<file path="config.mk">
export PLATFORM = sky130hd
export DESIGN_NAME = pc_sequencer_flat
export DESIGN_NICKNAME = d
export VERILOG_FILES = /design/src/rtl/pc_sequencer_pkg.sv /design/src/rtl/pc_sequencer_if.sv /design/src/rtl/register_32bit.sv /design/src/rtl/pc_sequencer.sv /design/src/flat_wrapper.sv
export SDC_FILE = /design/constraint.sdc
export NUM_CORES = 1
export LEC_CHECK = 0
export CORE_ASPECT_RATIO = 1.4
export CORE_MARGIN = 2
export CORE_UTILIZATION = 50
export CTS_CLUSTER_DIAMETER = 100
export DETAILED_ROUTE_END_ITERATION = 7
export HOLD_SLACK_MARGIN = 0.1
export PLACE_DENSITY = 0.85
export SYNTH_ARGS = -nofsm -noshare
export SYNTH_HDL_FRONTEND = slang
export SYNTH_SLANG_ARGS = --single-unit
</file>
<file path="constraint.sdc">
create_clock -name clk -period 5.74 [get_ports clk]
set_input_delay 0.574 -clock clk [delete_from_list [all_inputs] [get_ports clk]]
set_output_delay 0.574 -clock clk [all_outputs]
set_load 0.01 [all_outputs]
</file>
<file path="src/rtl/pc_sequencer_pkg.sv">
// Shared types and defaults for the fetch PC sequencer.
// Holds the FSM state encoding and the reset/step defaults used by the top level.
package pc_pkg;

  typedef enum logic [1:0] {
    BOOT  = 2'b00,
    ISSUE = 2'b01,
    HOLD  = 2'b10
  } pc_state_e;

  localparam logic [31:0] PC_STEP_DEFAULT      = 32'd4;
  localparam logic [31:0] RESET_VECTOR_DEFAULT = 32'h0000_0000;

  function automatic logic [31:0] word_align(input logic [31:0] addr);
    return {addr[31:2], 2'b00};
  endfunction

endpackage

</file>
<file path="src/rtl/pc_sequencer_if.sv">
// Fetch-side handshake and redirect bundle for the PC sequencer.
// The master modport is the sequencer; the slave modport is the memory/pipeline side.
interface pc_sequencer_if;

  logic        stall;
  logic        branch_valid;
  logic [31:0] branch_target;
  logic        fetch_ready;
  logic        fetch_valid;
  logic [31:0] fetch_addr;
  logic        misalign_err;
  logic [15:0] fetch_count;

  modport master (
    input  stall, branch_valid, branch_target, fetch_ready,
    output fetch_valid, fetch_addr, misalign_err, fetch_count
  );

  modport slave (
    output stall, branch_valid, branch_target, fetch_ready,
    input  fetch_valid, fetch_addr, misalign_err, fetch_count
  );

endinterface

</file>
<file path="src/rtl/register_32bit.sv">
// Plain 32-bit enabled register with no reset of its own.
// Reset values are loaded by the owner through d_in with en asserted.
module register_32bit (
  input  logic        clk,
  input  logic        en,
  input  logic [31:0] d_in,
  output logic [31:0] q_out
);

  always_ff @(posedge clk) begin
    if (en) begin
      q_out <= d_in;
    end
  end

endmodule

</file>
<file path="src/rtl/pc_sequencer.sv">
// Fetch PC sequencer: offers sequential fetch addresses, handles stall/redirect
// and counts accepted fetches.
//   state | meaning
//   BOOT  | first cycle after reset, nothing offered, branches ignored
//   ISSUE | fetch_valid high, current PC offered
//   HOLD  | stalled, nothing offered, branches still update the PC
module pc_sequencer
  import pc_pkg::*;
#(
  parameter logic [31:0] RESET_VECTOR = RESET_VECTOR_DEFAULT,
  parameter logic [31:0] PC_STEP      = PC_STEP_DEFAULT
) (
  input  logic             clk,
  input  logic             reset,
  pc_sequencer_if.master   bus
);

  pc_state_e   state_q, state_d;
  logic        misalign_err_q, misalign_err_d;
  logic [15:0] fetch_count_q, fetch_count_d;
  logic [31:0] pc;
  logic [31:0] pc_d;
  logic        pc_en;
  logic        accept;
  logic        branch_taken;

  assign bus.fetch_valid  = (state_q == ISSUE);
  assign bus.fetch_addr   = pc;
  assign bus.misalign_err = misalign_err_q;
  assign bus.fetch_count  = fetch_count_q;

  assign accept       = bus.fetch_valid && bus.fetch_ready;
  assign branch_taken = bus.branch_valid && (state_q != BOOT);

  // Every state leaves to ISSUE or HOLD purely on stall; BOOT is one cycle by construction.
  always_comb begin
    state_d = state_q;
    if (bus.stall) begin
      state_d = HOLD;
    end else begin
      state_d = ISSUE;
    end
  end

  always_comb begin
    pc_en = 1'b0;
    pc_d  = pc;
    if (reset) begin
      pc_en = 1'b1;
      pc_d  = RESET_VECTOR;
    end else if (branch_taken) begin
      pc_en = 1'b1;
      pc_d  = word_align(bus.branch_target);
    end else if (accept) begin
      pc_en = 1'b1;
      pc_d  = pc + PC_STEP;
    end
  end

  always_comb begin
    misalign_err_d = branch_taken && (bus.branch_target[1:0] != 2'b00);
    fetch_count_d  = fetch_count_q;
    if (accept) begin
      fetch_count_d = fetch_count_q + 16'd1;
    end
  end

  always_ff @(posedge clk) begin
    if (reset) begin
      state_q        <= BOOT;
      misalign_err_q <= 1'b0;
      fetch_count_q  <= 16'h0000;
    end else begin
      state_q        <= state_d;
      misalign_err_q <= misalign_err_d;
      fetch_count_q  <= fetch_count_d;
    end
  end

  register_32bit u_pc_reg (
    .clk   (clk),
    .en    (pc_en),
    .d_in  (pc_d),
    .q_out (pc)
  );

endmodule

</file>
<file path="src/flat_wrapper.sv">
// flat-port wrapper written by rule: the top's interface ports become plain ports
module pc_sequencer_flat import pc_pkg::*;
#(
  parameter logic [31:0] RESET_VECTOR = RESET_VECTOR_DEFAULT,
  parameter logic [31:0] PC_STEP      = PC_STEP_DEFAULT
)
  (clk, reset, bus_stall, bus_branch_valid, bus_branch_target, bus_fetch_ready, bus_fetch_valid, bus_fetch_addr, bus_misalign_err, bus_fetch_count);
  pc_sequencer_if bus_i ();
  input  logic clk;
  input  logic reset;
  input wire logic [$bits(bus_i.stall)-1:0] bus_stall;
  input wire logic [$bits(bus_i.branch_valid)-1:0] bus_branch_valid;
  input wire logic [$bits(bus_i.branch_target)-1:0] bus_branch_target;
  input wire logic [$bits(bus_i.fetch_ready)-1:0] bus_fetch_ready;
  output wire logic [$bits(bus_i.fetch_valid)-1:0] bus_fetch_valid;
  output wire logic [$bits(bus_i.fetch_addr)-1:0] bus_fetch_addr;
  output wire logic [$bits(bus_i.misalign_err)-1:0] bus_misalign_err;
  output wire logic [$bits(bus_i.fetch_count)-1:0] bus_fetch_count;
  assign bus_i.stall = bus_stall;
  assign bus_i.branch_valid = bus_branch_valid;
  assign bus_i.branch_target = bus_branch_target;
  assign bus_i.fetch_ready = bus_fetch_ready;
  assign bus_fetch_valid = bus_i.fetch_valid;
  assign bus_fetch_addr = bus_i.fetch_addr;
  assign bus_misalign_err = bus_i.misalign_err;
  assign bus_fetch_count = bus_i.fetch_count;
  pc_sequencer #(.RESET_VECTOR(RESET_VECTOR), .PC_STEP(PC_STEP)) u_core (.clk(clk), .reset(reset), .bus(bus_i));
endmodule
</file>
; After elaboration in Yosys (flattened, before gate mapping)
; Index checks and enable logic that the tools add are counted.
[word_totals]
input_bits = 37
output_inout_bits = 50
elab_cells = 22
reg_bits = 51
[classes]
n_mux = 6
n_eq_ne = 1
n_reduce_logical = 8
add_sub_neg = 2
[op_table]
columns = op, n
row1 = $mux 32, 2
row2 = $add 32x3->32 const B, 1
row3 = $add 16x1->16 const B, 1
row4 = $reduce_bool 2->1, 2
row5 = $logic_and 1x1->1, 3
row6 = $mux 1, 3
row7 = $reduce_bool 3->1, 1
row8 = $eq 2x1->1 const B, 1
row9 = $mux 2, 1
row10 = $reduce_and 2->1, 1
row11 = $reduce_or 2->1, 1

; Depth between registers and ports, before layout
[depth]
word_depth = 6
depth_mapped = 7
depth_no_buf = 5

; Cells and area by module
; Synthesis repeated with hierarchy kept, for this count alone.
[unflattened]
hier_cells = 287
hier_area_um2 = 2834.0
[by_module_without_submodules]
columns = mod, area_per_inst_um2, cells_per_inst, n_inst, seq_area_each_um2
row1 = pc_sequencer, 1873.0, 255, 1, 380.4
row2 = register_32bit, 960.9, 32, 1, 960.9

; Least setup slack after synthesis
; No wires, ideal clock.
[synth_timing]
kind = input -> register
from = in bus_branch_valid
to = reg u_core.u_pc_reg.q_out[10], enable pin
setup_time_ns = 0.543
cell_stages = 4
required_ns = 5.197
arrival_time_ns = 2.001
slack_ns = 3.196
path_buffers = 2
cell_sequence = o21ai_0 clkbuf_1 clkbuf_1 nand3_1
[synth_via]
elab_chain_cells = 4
elab_cells_between_ends = 5
cone_classes = 2 x mux / 3 x reduce/logical
[synth_lines]
columns = item, line
row1 = "start, declared", flat_wrapper.sv:12  ; input wire logic [$bits(bus_i.branch_valid)-1:0] bus_branch_valid;
row2 = $logic_and 1x1->1 *, pc_sequencer.sv:33  ; assign branch_taken = bus.branch_valid && (state_q != BOOT);
row3 = $mux 1, pc_sequencer.sv:51  ; end else if (branch_taken) begin
row4 = $mux 1, pc_sequencer.sv:48  ; if (reset) begin
row5 = $reduce_and 2->1 (no source line) *, -
row6 = "end signal, assigned", register_32bit.sv:12  ; q_out <= d_in;
row7 = "end, declared", register_32bit.sv:7  ; output logic [31:0] q_out
; Mark *: on every way between the ends. The rest lies on a longest branch, timed or not.
; A chain may end at the register's enable or synchronous reset.

; Worst setup path in the final report
[layout_timing]
from = in reset
to = reg u_core.u_pc_reg.q_out[16], enable pin
[layout_via]
elab_chain_cells = 2
elab_cells_between_ends = 3
cone_classes = 1 x mux / 2 x reduce/logical
[layout_lines]
columns = item, line
row1 = "start, declared", flat_wrapper.sv:10  ; input logic reset;
row2 = $reduce_bool 3->1 (no source line) or $mux 1 (tied branches), -
row3 = $reduce_and 2->1 (no source line) *, -
; Marks and branches as above.

==> impl_metrics.yaml <==
worst_hold_path:
  hold_path.class: "flop to flop"
  holdPathEnd: "u_core.bus.fetch_count[14]"
  holdPathStages: 2
  hp-start: "u_core.bus.fetch_count[14]"
drt:
  wl_per_cell_um: 16.1
  drc_errors: 0
  drt-total-wl_um: 7230
  vias: 2746
  drt.antenna.violating_nets: 0
  drt_iter0_markers: 243
  firstDrtPassIters: 5
  vias_per_cell: 6.13
synth:
  synth_compound_area_frac: 0.158
  synth_area_per_cell_um2: 9.12
  synth_area_leader_cell: "edfxtp_1"
  syn_inst: 305
  synth_xor_area_frac: 0.0662
  synth-simple-area-share: 0.260
  synth_seq_cells: 49
  syn_area_um2: 2780
  synthAdderAreaFrac: 0.00900
  ys_seq_area_frac: 0.461
  synth_top_family_by_area: "simple AND/OR/NAND/NOR gates"
  yosysTopAreaCellShare: 0.324
  yosys_warnings: 0
  synth_area_leaders: "edfxtp_1, dfxtp_1, o21ai_0"
  synthMuxAreaShare: 0.00405
  ys_types: 41
critical_path:
  critPathBufInv: 4
  crit_path_max_fanout: 38
  worst_ep_arrival_time_ns: 2.36
  worst_setup_path_end_kind: "flop"
  path_cells: "clkdlybuf4s50_1 -> buf_4 -> inv_1 -> nand3_1 -> buf_4"
  criticalPathCategory: "input port to flop"
  r2r_start: "u_core.u_pc_reg.q_out[13]"
  r2r_end: "u_core.u_pc_reg.q_out[31]"
  critPathLaunchType: "input port"
  rrSetupSlack_ns: 3.39
  reg2reg_depth: 4
  cpMostUsedCell: "buf_4"
  cp.required_ns: 5.71
  slowest_stage: "clkdlybuf4s50_1"
  cp_top_family: "buffers and inverters"
  max_stage_delay_ns: 0.46
cts:
  cts_inserted_buffers: 5
  cts_setup_buffers: 0
  clock_latency_ns: 0.31
  htreeDepth: 2
  ctsHoldBuffers: 0
  cts_resized: 0
  root_buffer: "clkbuf_8"
  cts.sinks: 49
  cts_tree: "done"
  clkTransAtPathRegs_ns: 0.09
  cts.path.max_buffers: 2
layout:
  fin_util: 0.691
  layout-drive-gt1-share: 0.0447
  fillerInstances: 474
  area_growth_pct: 35.4
  layout.nets: 418
  antenna_cells: 0
  fin_cells: 448
  design_area_um2: 3760
timing:
  final.setup.worst_slack_ns: 3.35
  max_freq_mhz: 418
  rsz0062_at_grt: "no"
  setup_viol: 0
  whs_ns: 0.508
  tightest_slew_ns: 0.573
  post-route-min-period_ns: 2.39
  fin_crit_sh: 0.417
  slew_headroom: 0.615
  final_max_slew_viol_count: 0
  finalSetupTns_ns: 0
  finalHoldViolCount: 0
  fin_skew_ns: 0.0134
global_route:
  grt_use_total: 0.237
  grt-busiest-layer: "met2"
  grt_pass1_wl_um: 11500
  use_met1: 0.292
  grt_pass1_vias: 2444
  grtUsageMet3: 0.0589
  antenna_found_initial: 0
  grt_util_met2: 0.403
  grt_remaining_overflow: 0
  grt_max_degree: 58
die:
  boundaryPins: 87
  die_w_um: 67.0
  die_h_um: 92.2
  dieArea_um2: 6180
  coreArea_um2: 5450
  rows: 32
  start_util: 0.511
place:
  placedCellCount: 440
  placed_area_um2: 3660
  port_buffers: 84
  pre_cts_ws_ns: 3.05
  dp_hpwl_um: 5150
  place_congestion: 0.833
power_and_ir_drop:
  p_comb_frac: 0.188
  sw_frac_of_total: 0.274
  power_density_nw_per_um2: 223
  leakage_nw: 1.21
  ir_drop_mv: 0.138
  p_seq_frac: 0.529
  p_int_mw: 0.610
  power.net_switching_mw: 0.230
  pwr-share-clk: 0.282
  p_total_mw: 0.840
status:
  outcome: "finished clean"
run:
  maxCapViolCount: 0
cells in the mapped netlist (all sizes together):
cell / count
a211oi: 10
ha: 2
o31ai: 7
or4: 12
o41ai: 1
a21oi: 14
or3: 14
mux2: 1
a31o: 1
a311oi: 1
and2: 1
nor4: 6
and4: 4
nor2: 23
and3: 4
buf: 4
nand3b: 2
clkbuf: 17
a31oi: 8
or2: 2
o21a: 2
dfxtp: 19
inv: 7
and3b: 1
conb: 1
nand3: 23
xor2: 10
xnor2: 11
o21ai: 23
a22oi: 1
nand2: 21
nor3: 3
nor2b: 3
o2111ai: 2
nand4: 11
o311ai: 1
edfxtp: 30
nor4b: 2
sequential cells by signal (all words and copies together) (netlist names):
signal / cells
u_core.bus.fetch_count: 16
u_core.state_q: 2
u_core.u_pc_reg.q_out: 30
u_core.bus.misalign_err: 1
cell usage in the layout (no fill, tap or decap), types with 7 or more instances in the layout:
cell and instances:
clkdlybuf4s50_1 84, edfxtp_1 30, nor2_1 23, nand3_1 22, o21ai_0 22, nand2_1 21, dfxtp_1 19, a21oi_1 14
or3_1 14, or4_1 12, xnor2_1 11, nand4_1 11, a211oi_1 10, xor2_1 10, a31oi_1 8, inv_1 7
o31ai_1 7
how the worst max path moves through the flow:
| stage | from | to | slack, ns | cells after the start |
|---|---|---|---|---|
| after CTS | reset | u_core.u_pc_reg.q_out[15] | 3.38 | 5 |
| after detailed placement | reset | u_core.u_pc_reg.q_out[6] | 3.05 | 5 |
| final | reset | u_core.u_pc_reg.q_out[16] | 3.35 | 5 |
| after global routing | reset | u_core.u_pc_reg.q_out[16] | 3.21 | 5 |
| after global placement | reset | u_core.u_pc_reg.q_out[6] | 3.09 | 5 |
| after floorplan | bus_branch_valid | u_core.u_pc_reg.q_out[10] | 3.20 | 4 |
cell families (layout without fill, tap and decap cells):
family,after synthesis,in the layout
multiplexers,1,1
other,1,2
flip-flops,49,49
adder cells (fa/ha/maj),2,2
AND/OR/NAND/NOR,132,132
AO/OA/AOI/OAI,71,71
XOR/XNOR,21,21
buffers and inverters,28,102
per-layer routing:
metal  share of wire  wire length (µm)  vias up
met2            0.52              3740      128
met5               0                 0        -
met1            0.38              2760     1297
li1                -                 -     1305
met3           0.084               607       16
met4           0.017               126        0
worst register-to-register path, cell delays in order (launching register included):
cell and delay, ns:
edfxtp_1 0.51, nand3_2 0.16, or4_1 0.77, or4_1 0.59, a31oi_1 0.17
power groups by stage:
stage | Sequential [mW] | Combinational (mW) | Clock, mW
after floorplan | 0.455 | 0.0597 | 0
after global placement | 0.450 | 0.155 | 0
after detailed placement | 0.452 | 0.158 | 0
after CTS | 0.444 | 0.159 | 0.239
after global routing | 0.449 | 0.172 | 0.253
final | 0.445 | 0.158 | 0.237
cell type report:
type	count	area, µm²	share of cell area
multi-input combinational	229	1400	0.372
sequential	49	1280	0.340
timing repair buffer	87	863	0.229
clock buffer	6	93.8	0.0249
tap	68	85.1	0.0226
inverter	7	26.3	0.00698
clock inverter	2	15.0	0.00399
No activity file was read; power rests on OpenSTA's default activity.
